==> src/rtl/audio_sample_collector.sv <==
// Audio-clock-domain sample collector for the HDMI audio path.
// Packs stereo PCM words into up to four zero-extended 24-bit slot pairs,
// tags each slot with the IEC 60958 block-start flag and reports fill count,
// a present mask and a sticky overflow flag. The pixel domain drains the
// block by pulsing audio_buffer_rst once it has latched the outputs.
module audio_sample_collector #(
    parameter int unsigned AUDIO_BIT_WIDTH = 16,
    parameter int unsigned AUDIO_RATE      = 44100
) (
    input  logic                       clk_audio,
    input  logic                       audio_buffer_rst,
    input  logic                       audio_sample_valid,
    input  logic [AUDIO_BIT_WIDTH-1:0] audio_sample_word [1:0],
    output logic [23:0]                sample_buffer     [3:0][1:0],
    output logic [2:0]                 sample_count,
    output logic [3:0]                 sample_present,
    output logic [3:0]                 block_start,
    output logic                       overflow
);

    // Slot depth follows the audio rate: faster rates need more samples
    // per pixel-domain packet opportunity.
    localparam int unsigned MAX_SAMPLES = (AUDIO_RATE <= 48000) ? 2 :
                                          (AUDIO_RATE <= 88200) ? 3 : 4;
    localparam logic [2:0]  MAX_COUNT   = 3'(MAX_SAMPLES);
    localparam logic [7:0]  LAST_FRAME  = 8'd191;

    logic        full;
    logic        accept;
    logic [23:0] slot [MAX_SAMPLES-1:0][1:0];

    // IEC 60958 frame counter. Deliberately outside the drain reset so the
    // frame numbering runs on across buffer drains; only power-up clears it.
    logic [7:0]  frame_index = '0;

    assign full   = (sample_count >= MAX_COUNT);
    assign accept = audio_sample_valid && !audio_buffer_rst && !full;

    // Fill count, block-start tags and sticky overflow; cleared by each drain.
    always_ff @(posedge clk_audio or posedge audio_buffer_rst) begin
        if (audio_buffer_rst) begin
            sample_count <= '0;
            block_start  <= '0;
            overflow     <= 1'b0;
        end else if (audio_sample_valid) begin
            if (full) begin
                overflow <= 1'b1;
            end else begin
                sample_count <= sample_count + 3'd1;
                for (int unsigned i = 0; i < MAX_SAMPLES; i++) begin
                    if (sample_count == 3'(i)) begin
                        block_start[i] <= (frame_index == '0);
                    end
                end
            end
        end
    end

    // Slot data is not reset: stale contents are qualified by sample_present.
    always_ff @(posedge clk_audio) begin
        if (accept) begin
            for (int unsigned i = 0; i < MAX_SAMPLES; i++) begin
                if (sample_count == 3'(i)) begin
                    for (int unsigned c = 0; c < 2; c++) begin
                        slot[i][c] <= 24'(audio_sample_word[c]);
                    end
                end
            end
        end
    end

    // Frame number advances only on accepted samples, so drops and samples
    // lost under reset never consume an IEC frame number.
    always_ff @(posedge clk_audio) begin
        if (accept) begin
            frame_index <= (frame_index == LAST_FRAME) ? '0 : frame_index + 8'd1;
        end
    end

    // Present mask is a thermometer of the registered count.
    always_comb begin
        sample_present = '0;
        for (int unsigned i = 0; i < 4; i++) begin
            sample_present[i] = (sample_count > 3'(i));
        end
    end

    // Slots beyond the configured depth read as constant zero.
    for (genvar g = 0; g < 4; g++) begin : g_slot_out
        for (genvar c = 0; c < 2; c++) begin : g_chan
            if (g < MAX_SAMPLES) begin : g_live
                assign sample_buffer[g][c] = slot[g][c];
            end else begin : g_unused
                assign sample_buffer[g][c] = '0;
            end
        end
    end

endmodule

==> config.mk <==
export PLATFORM = sky130hd
export DESIGN_NAME = audio_sample_collector
export DESIGN_NICKNAME = d
export VERILOG_FILES = /design/src/rtl/audio_sample_collector.sv
export SDC_FILE = /design/constraint.sdc
export NUM_CORES = 1
export LEC_CHECK = 0
export BUFFER_PORTS_ARGS = -buffer_cell sky130_fd_sc_hd__buf_4
export CAP_MARGIN = 20
export CORE_MARGIN = 4
export CORE_UTILIZATION = 46
export DETAILED_ROUTE_END_ITERATION = 8
export PLACE_DENSITY_LB_ADDON = 0.05
export RECOVER_POWER = 100
export SLEW_MARGIN = 20
export SYNTH_ARGS = -nofsm -noshare
export SYNTH_HDL_FRONTEND = slang
export SYNTH_SLANG_ARGS = --single-unit
export TNS_END_PERCENT = 10
==> constraint.sdc <==
create_clock -name clk_audio -period 12.9 [get_ports clk_audio]
set_clock_uncertainty 0.2 [all_clocks]
set_input_delay 3.87 -clock clk_audio [delete_from_list [all_inputs] [get_ports clk_audio]]
set_output_delay 3.87 -clock clk_audio [all_outputs]
set_load 0.01 [all_outputs]
==> summary.txt, run 1 <==
======================================================================================================
Run status .............................................................................. complete, but fails checks
Violations in the final reports ......................................................... capacitance limit, slew limit
Max frequency ...........................................................................    0.145 GHz
Start of the worst register-to-register path ............................................ sample_count[0]$_DFFE_PP0P_
Average cell area after synthesis .......................................................   13.8 sq um
WL/cell .................................................................................      14.2 um
Average via count per standard cell .....................................................         3.98
Startpoint Class ........................................................................   input port
Area fraction of the dominant cell type after synthesis .................................        58.2%
Source of the worst hold timing path .................................................... overflow$_DFFE_PP0P_
Number of nets in the finished design ...................................................          430
Critical path's slowest cell ............................................................       nor3_1
Area contributors post-synth ............................................................ edfxtp_1 (58%), buf_4 (26%), dfrtp_1 (4.0%), ha_1 (2.4%), inv_1 (0.71%)
Share of cells above drive strength 1 ...................................................        10.2%
Highest ir drop seen on vdd .............................................................    0.0460 mV
Top Ports ...............................................................................          239
Sequential-to-total area share from yosys stat ..........................................        62.2%
Pin count of the biggest net entering global routing ....................................           33
Final setup violation count .............................................................            0
CORE AREA ...............................................................................   7810 sq um
Top_reg_cell synth ......................................................................     edfxtp_1
Syn-to-layout area delta ................................................................        8.52%
Total of cells resized after clock tree synthesis .......................................            0
Slew margin rel. ........................................................................      -0.372%
Overall Global Routing Usage ............................................................        13.3%
Number of hold violations in the final report ...........................................            0
Post-cts hold buffer count ..............................................................            0
Capturing point of the worst reg2reg path ............................................... slot[0][13]$_DFFE_PP_
Nature of the critical path endpoint ....................................................         flop
Vias post-DR ............................................................................         1969
Final estimated routing congestion in global placement ..................................        0.783
Vias in the first global route ..........................................................         1795
Kind of cell adding the most delay to the critical path ................................. simple AND/OR/NAND/NOR gates
First-pass GRT wire length ..............................................................      9850 um
Worst reg-to-reg path cell count ........................................................            5
Synthesized netlist cell count ..........................................................          269
Number of enable flip-flop cells after synthesis ........................................           72
Total buffers and inverters traversed by the critical path ..............................            2
Slowest Stage Delay on Critical Path ....................................................      1.14 ns
Crit path top cell by count .............................................................     clkbuf_1
Endpoint of the worst hold-timing path .................................................. overflow$_DFFE_PP0P_
Number of clock sinks seen by CTS .......................................................           78
Initial Util ............................................................................        47.6%
Actual slew at the worst max-slew pin ...................................................      1.51 ns
Cell area after synthesis ...............................................................   3720 sq um
Worst Path Arrival ......................................................................      6.64 ns
Clock transition at the register clock pins on the worst setup and hold paths after CTS .      0.08 ns
HPWL after detailed placement ...........................................................      5470 um
Horizontal extent of the die ............................................................      97.9 um
Cell at the root of the clock tree ......................................................     clkbuf_8
Flip-flop and latch count after synthesis ...............................................           78
Period minus WS final ...................................................................      6.88 ns
Number of iterations in the first detailed-routing pass .................................            4
RSZ-0062 raised after global routing ....................................................           no
Number of port buffers ..................................................................          108
Number of buffers inserted by post-CTS setup repair .....................................            0
Remaining Overflow, GRT .................................................................            0
Critical path launch point .............................................................. audio_sample_valid
FF-to-FF setup slack ....................................................................      8.79 ns
Clock tree from TritonCTS ...............................................................          yes
Number of cell rows .....................................................................           32
Iter 0 DRT Violations ...................................................................           57
# H-tree levels .........................................................................            3
Number of cells on the worst hold path ..................................................            1
Setup TNS ...............................................................................         0 ns
DRC viols ...............................................................................            0
Routed WL ...............................................................................      7010 um
Worst hold path type ....................................................................   reg -> reg
Required time worst endpoint ............................................................     12.66 ns
Sequence of cells on the critical path .................................................. clkbuf_1 > or4b_1 > nor3_1 > clkbuf_1
Skew-Pair Late Insertion Delay ..........................................................      0.34 ns
Netlist cell types ......................................................................           32
Final ANT Viol Nets .....................................................................            0
Buffer levels on the longest clock path .................................................            2
Most numerous cell types in the synthesized netlist ..................................... buf_4 (130), edfxtp_1 (72), ha_1 (7), inv_1 (7), dfrtp_1 (6)
Share of flip-flops with an asynchronous set or reset ...................................        7.69%
Power per unit of standard cell area ....................................................  121 nW/um^2
TritonCTS buffer count ..................................................................            9
Final critical-path share of the clock period ...........................................        53.4%
Count of warnings emitted by yosys ......................................................            2
Leakage power total .....................................................................      1.63 nW
Cell type with the highest aggregate area in the netlist ................................     edfxtp_1
Number of max-slew violations in the final report .......................................           32
Fin util ................................................................................        51.7%
Area of the die .........................................................................   9580 sq um
Cell with the most instances after synthesis ............................................        buf_4
Number of antenna violations at the first check in global routing .......................            0
Critical path class .....................................................................    in -> reg
Max Cap Viol ............................................................................            1
DIE HEIGHT ..............................................................................      97.9 um
ANT cells ...............................................................................            0
Highest net fanout along the worst path .................................................           23
======================================================================================================
-- cell type report --
cell class                 count  area (sq um)
tap                          102           128
inverter                       7          26.3
multi-input combinational    183           871
fill                         768          3770
clock inverter                 7          80.1
timing repair buffer         109           492
sequential                    78          2310
clock buffer                   9           124
-- stage by stage --
| step | hold slack, ns | worst slack, ns | total power [mW] | cell area [sq um] | cells |
|---|---|---|---|---|---|
| after floorplan | 0.304 | 5.61 | 0.328 | 4200 | 398 |
| after global placement | 0.264 | 6.71 | 0.309 | 4180 | 479 |
| after detailed placement | 0.261 | 6.67 | 0.309 | 4180 | 479 |
| after CTS | 0.287 | 7.02 | 0.493 | 4380 | 495 |
| after global routing | 0.306 | 5.80 | 0.509 | 4030 | 495 |
| final | 0.275 | 6.02 | 0.487 | 4030 | 495 |
-- routing by layer --
| layer | wire length (um) | share of wire, % | global-route usage [%] | vias up |
|---|---|---|---|---|
| met5 | 0 | 0 | 0 | - |
| met4 | 141 | 2.0 | 6.71 | 0 |
| met3 | 822 | 12 | 3.86 | 11 |
| met2 | 3310 | 47 | 21.2 | 158 |
| met1 | 2740 | 39 | 16.7 | 899 |
| li1 | - | - | - | 901 |
-- how the worst max path moves through the flow --
stage | endpoint | cells past startpoint | slack [ns]
after floorplan | slot[0][0]$_DFFE_PP_ | 2 | 5.61
after global placement | slot[1][26]$_DFFE_PP_ | 4 | 6.71
after detailed placement | slot[1][26]$_DFFE_PP_ | 4 | 6.67
after CTS | slot[1][1]$_DFFE_PP_ | 4 | 7.02
after global routing | slot[0][19]$_DFFE_PP_ | 4 | 5.80
final | slot[0][13]$_DFFE_PP_ | 4 | 6.02
-- layout by cell type (no fill, tap or decap), types with 2 or more instances in the layout --
| cell | netlist | layout |
|---|---|---|
| nand2b_1 | 2 | 2 |
| clkbuf_4 | 0 | 22 |
| edfxtp_1 | 72 | 72 |
| nand3_1 | 5 | 5 |
| dfrtp_1 | 6 | 6 |
| xnor2_1 | 2 | 2 |
| or4b_1 | 2 | 3 |
| conb_1 | 1 | 130 |
| ha_1 | 7 | 7 |
| clkbuf_1 | 0 | 87 |
| inv_6 | 0 | 2 |
| inv_1 | 7 | 7 |
| mux2_1 | 2 | 2 |
| clkbuf_8 | 0 | 9 |
| nor2_1 | 4 | 6 |
| xor2_1 | 2 | 2 |
| nand2_1 | 5 | 5 |
| o21ai_0 | 4 | 4 |
-- logic make-up (layout without fill, tap and decap cells) --
group,after synthesis,after routing,synth area share [%]
AO/OA/AOI/OAI,9,9,1.41
adder cells (fa/ha/maj),7,7,2.36
AND/OR/NAND/NOR,31,31,5.39
other,1,130,0.101
XOR/XNOR,4,4,0.943
buffers and inverters,137,132,27.0
multiplexers,2,2,0.606
flip-flops,78,78,62.2
-- power by group --
part / internal [mW] / total [mW] / leakage, nW / switching (mW)
sequential: 0.275 / 0.276 / 0.713 / 0.000276
clock: 0.0920 / 0.185 / 0.102 / 0.0927
combinational: 0.00521 / 0.0269 / 0.811 / 0.0217
-- sequential cells by signal, indices dropped and copies added, names as in the netlist --
name          cells
frame_index       8
slot             64
sample_count      3
block_start       2
overflow          1
Note: power is estimated with default switching activity, not from simulation.
==> run 2: changes to the inputs <==
--- a/config.mk
+++ b/config.mk
@@ -8,7 +8,7 @@
 export BUFFER_PORTS_ARGS = -buffer_cell sky130_fd_sc_hd__buf_4
 export CAP_MARGIN = 20
 export CORE_MARGIN = 4
-export CORE_UTILIZATION = 46
+export CORE_UTILIZATION = 38
 export DETAILED_ROUTE_END_ITERATION = 8
 export PLACE_DENSITY_LB_ADDON = 0.05
 export RECOVER_POWER = 100
==> constraint.sdc (replaced) <==
create_clock -name clk_audio -period 5.7 [get_ports clk_audio]
set_clock_uncertainty 0.2 [all_clocks]
set_input_delay 1.71 -clock clk_audio [delete_from_list [all_inputs] [get_ports clk_audio]]
set_output_delay 1.71 -clock clk_audio [all_outputs]
set_load 0.01 [all_outputs]
==> summary.txt, run 2 (synthesis results as in run 1) <==
======================================================================================================
Critical path class .....................................................................    in -> reg   unchanged
Number of nets in the finished design ...................................................          430   unchanged
Period minus WS final ...................................................................      4.42 ns
Startpoint Class ........................................................................   input port   unchanged
Skew-Pair Late Insertion Delay ..........................................................      0.34 ns   about the same
Vias in the first global route ..........................................................         1765   was 1795
Routed WL ...............................................................................      6950 um   was 7010 um
First-pass GRT wire length ..............................................................      9600 um   was 9850 um
Pin count of the biggest net entering global routing ....................................           33   unchanged
Worst reg-to-reg path cell count ........................................................            5   unchanged
Top Ports ...............................................................................          239   unchanged
Fin util ................................................................................        43.2%   was 51.7%
Buffer levels on the longest clock path .................................................            2   unchanged
WL/cell .................................................................................      13.3 um   was 14.2 um
Number of cells on the worst hold path ..................................................            1   unchanged
Number of buffers inserted by post-CTS setup repair .....................................            0   unchanged
Overall Global Routing Usage ............................................................        11.3%   was 13.3%
Number of max-slew violations in the final report .......................................           66   was 32
Number of hold violations in the final report ...........................................            0   unchanged
HPWL after detailed placement ...........................................................      5370 um   was 5470 um
Final setup violation count .............................................................            0   unchanged
Run status .............................................................................. complete, but fails checks   unchanged
FILL cells ..............................................................................          961   was 768
Final hold slack ........................................................................     0.275 ns   about the same
Total buffers and inverters traversed by the critical path ..............................            1   was 2
RSZ-0062 raised after global routing ....................................................           no   unchanged
Nature of the critical path endpoint ....................................................         flop   unchanged
Flip-flop count of the largest register after layout ....................................           64   unchanged
Setup TNS ...............................................................................         0 ns   unchanged
Leakage power total .....................................................................      1.62 nW   was 1.63 nW
Actual slew at the worst max-slew pin ...................................................      1.92 ns   was 1.51 ns
Part of the power in the clock network ..................................................        35.6%   was 37.9%
Final critical-path share of the clock period ...........................................        77.5%
Slew margin rel. ........................................................................       -28.0%   was -0.372%
Worst Path Arrival ......................................................................      4.16 ns   was 6.64 ns
Most frequent standard cell in the layout excluding fill and tap cells ..................       conb_1   unchanged
Number of port buffers ..................................................................          108   unchanged
Horizontal extent of the die ............................................................       107 um   was 97.9 um
DRC viols ...............................................................................            0   unchanged
Slowest Stage Delay on Critical Path ....................................................      1.28 ns   was 1.14 ns
Syn-to-layout area delta ................................................................        9.06%   was 8.52%
Number of cell rows .....................................................................           35   was 32
ANT cells ...............................................................................            0   unchanged
Final estimated routing congestion in global placement ..................................        0.747   was 0.783
Power per unit of standard cell area ....................................................  263 nW/um^2   was 121 nW/um^2
Highest net fanout along the worst path .................................................           32   was 23
Max Cap Viol ............................................................................            2   was 1
Cell at the root of the clock tree ......................................................     clkbuf_8   unchanged
Placed cell count .......................................................................          506   was 479
Share of cells above drive strength 1 ...................................................        10.2%   about the same
Total internal power ....................................................................     0.833 mW   was 0.373 mW
DIE HEIGHT ..............................................................................       107 um   was 97.9 um
Post-layout instance count excluding filler cells .......................................          521   was 495
Sequence of cells on the critical path .................................................. clkbuf_1 > or4b_1 > nor2_1 > and3_1   was clkbuf_1 > or4b_1 > nor3_1 > clkbuf_1
Worst hold path type ....................................................................   reg -> reg   unchanged
Area of the die .........................................................................  11400 sq um   was 9580 sq um
Number of antenna violations at the first check in global routing .......................            0   unchanged
Post-cts hold buffer count ..............................................................            0   unchanged
Largest registers in the final layout ................................................... slot (64), frame_index (8), sample_count (3)   unchanged
Clock transition at the register clock pins on the worst setup and hold paths after CTS .      0.07 ns   was 0.08 ns
Initial Util ............................................................................        39.7%   was 47.6%
# H-tree levels .........................................................................            3   unchanged
Vias post-DR ............................................................................         1930   was 1969
Combinational share of power ............................................................         5.8%   was 5.5%
Violations in the final reports ......................................................... capacitance limit, slew limit   unchanged
Critical path's slowest cell ............................................................       and3_1   was nor3_1
Total of cells resized after clock tree synthesis .......................................            0   unchanged
Required time worst endpoint ............................................................      5.45 ns   was 12.66 ns
Net switching component of the power ....................................................     0.231 mW   was 0.115 mW
Iter 0 DRT Violations ...................................................................           65   was 57
Max frequency ...........................................................................    0.226 GHz
Number of clock sinks seen by CTS .......................................................           78   unchanged
Register with the highest flop count ....................................................         slot   unchanged
Critical Path Stages ....................................................................            4   unchanged
Final ANT Viol Nets .....................................................................            0   unchanged
CORE AREA ...............................................................................   9370 sq um   was 7810 sq um
Remaining Overflow, GRT .................................................................            0   unchanged
Highest ir drop seen on vdd .............................................................    0.0900 mV   was 0.0460 mV
Number of iterations in the first detailed-routing pass .................................            3   was 4
Kind of cell adding the most delay to the critical path ................................. simple AND/OR/NAND/NOR gates   unchanged
Switching share of total power ..........................................................        21.7%   was 23.5%
Clock tree from TritonCTS ...............................................................          yes   unchanged
Highest-count cells in the layout ignoring fill and taps ................................ conb_1 (130), clkbuf_1 (85), edfxtp_1 (72), clkbuf_4 (25), clkbuf_8 (9)   was conb_1 (130), clkbuf_1 (87), edfxtp_1 (72), clkbuf_4 (22), clkbuf_8 (9)
TritonCTS buffer count ..................................................................            9   unchanged
Part of the power in registers ..........................................................        58.6%   was 56.6%
Average via count per standard cell .....................................................         3.70   was 3.98
======================================================================================================
[run 2: per-layer routing]
metal	up-vias	track usage [%]	wire length [um]
li1	901	-	-
met1	881	13.0	2720
met2	142	18.1	3260
met3	6	5.06	876
met4	0	4.93	90
met5	-	0	0
[run 2: power groups by stage]
| stage | clock [mW] | sequential, mW | combinational [mW] |
|---|---|---|---|
| global placement | 0 | 0.637 | 0.0627 |
| detailed placement | 0 | 0.637 | 0.0631 |
| floorplan | 0 | 0.637 | 0.106 |
| global route | 0.421 | 0.624 | 0.0686 |
| CTS | 0.392 | 0.624 | 0.0631 |
| finish | 0.379 | 0.624 | 0.0616 |
[run 2: area by class of cell]
cell class	count	area, sq um	area share, %
Clock buffer	10	128	3.15
Inverter	7	26.3	0.648
Multi-Input combinational cell	183	871	21.5
Tap cell	129	161	3.98
Sequential cell	78	2310	57.1
Clock inverter	5	51.3	1.27
Timing Repair Buffer	109	503	12.4
[run 2: final timing paths]
| kind | start | end | slack [ns] |
|---|---|---|---|
| min reg2reg | overflow$_DFFE_PP0P_ | overflow$_DFFE_PP0P_ | 0.27 |
| min | overflow$_DFFE_PP0P_ | overflow$_DFFE_PP0P_ | 0.27 |
| min in group asynchronous | audio_buffer_rst | sample_count[1]$_DFFE_PP0P_ | 1.11 |
| max | audio_sample_valid | slot[1][28]$_DFFE_PP_ | 1.28 |
| max in group asynchronous | audio_buffer_rst | sample_count[2]$_DFFE_PP0P_ | 3.99 |
| max reg2reg | sample_count[0]$_DFFE_PP0P_ | slot[1][28]$_DFFE_PP_ | 1.90 |
[run 2: through the flow]
step	area, sq um	setup WS, ns	total power [mW]
6_report	4050	1.28	1.06
5_1_grt	4050	0.992	1.11
4_1_cts	4390	2.01	1.08
3_5_place_dp	4210	1.63	0.700
3_3_place_gp	4210	1.64	0.699
2_1_floorplan	4200	0.575	0.743
[run 2: worst register-to-register path: cells and delay by family, from the launching register on]
family                     cells  cell delay (ns)
buffers and inverters          1             0.12
and+or+nand+nor                3             2.36
adders and majority gates      1             0.26
DFF                            1             0.44
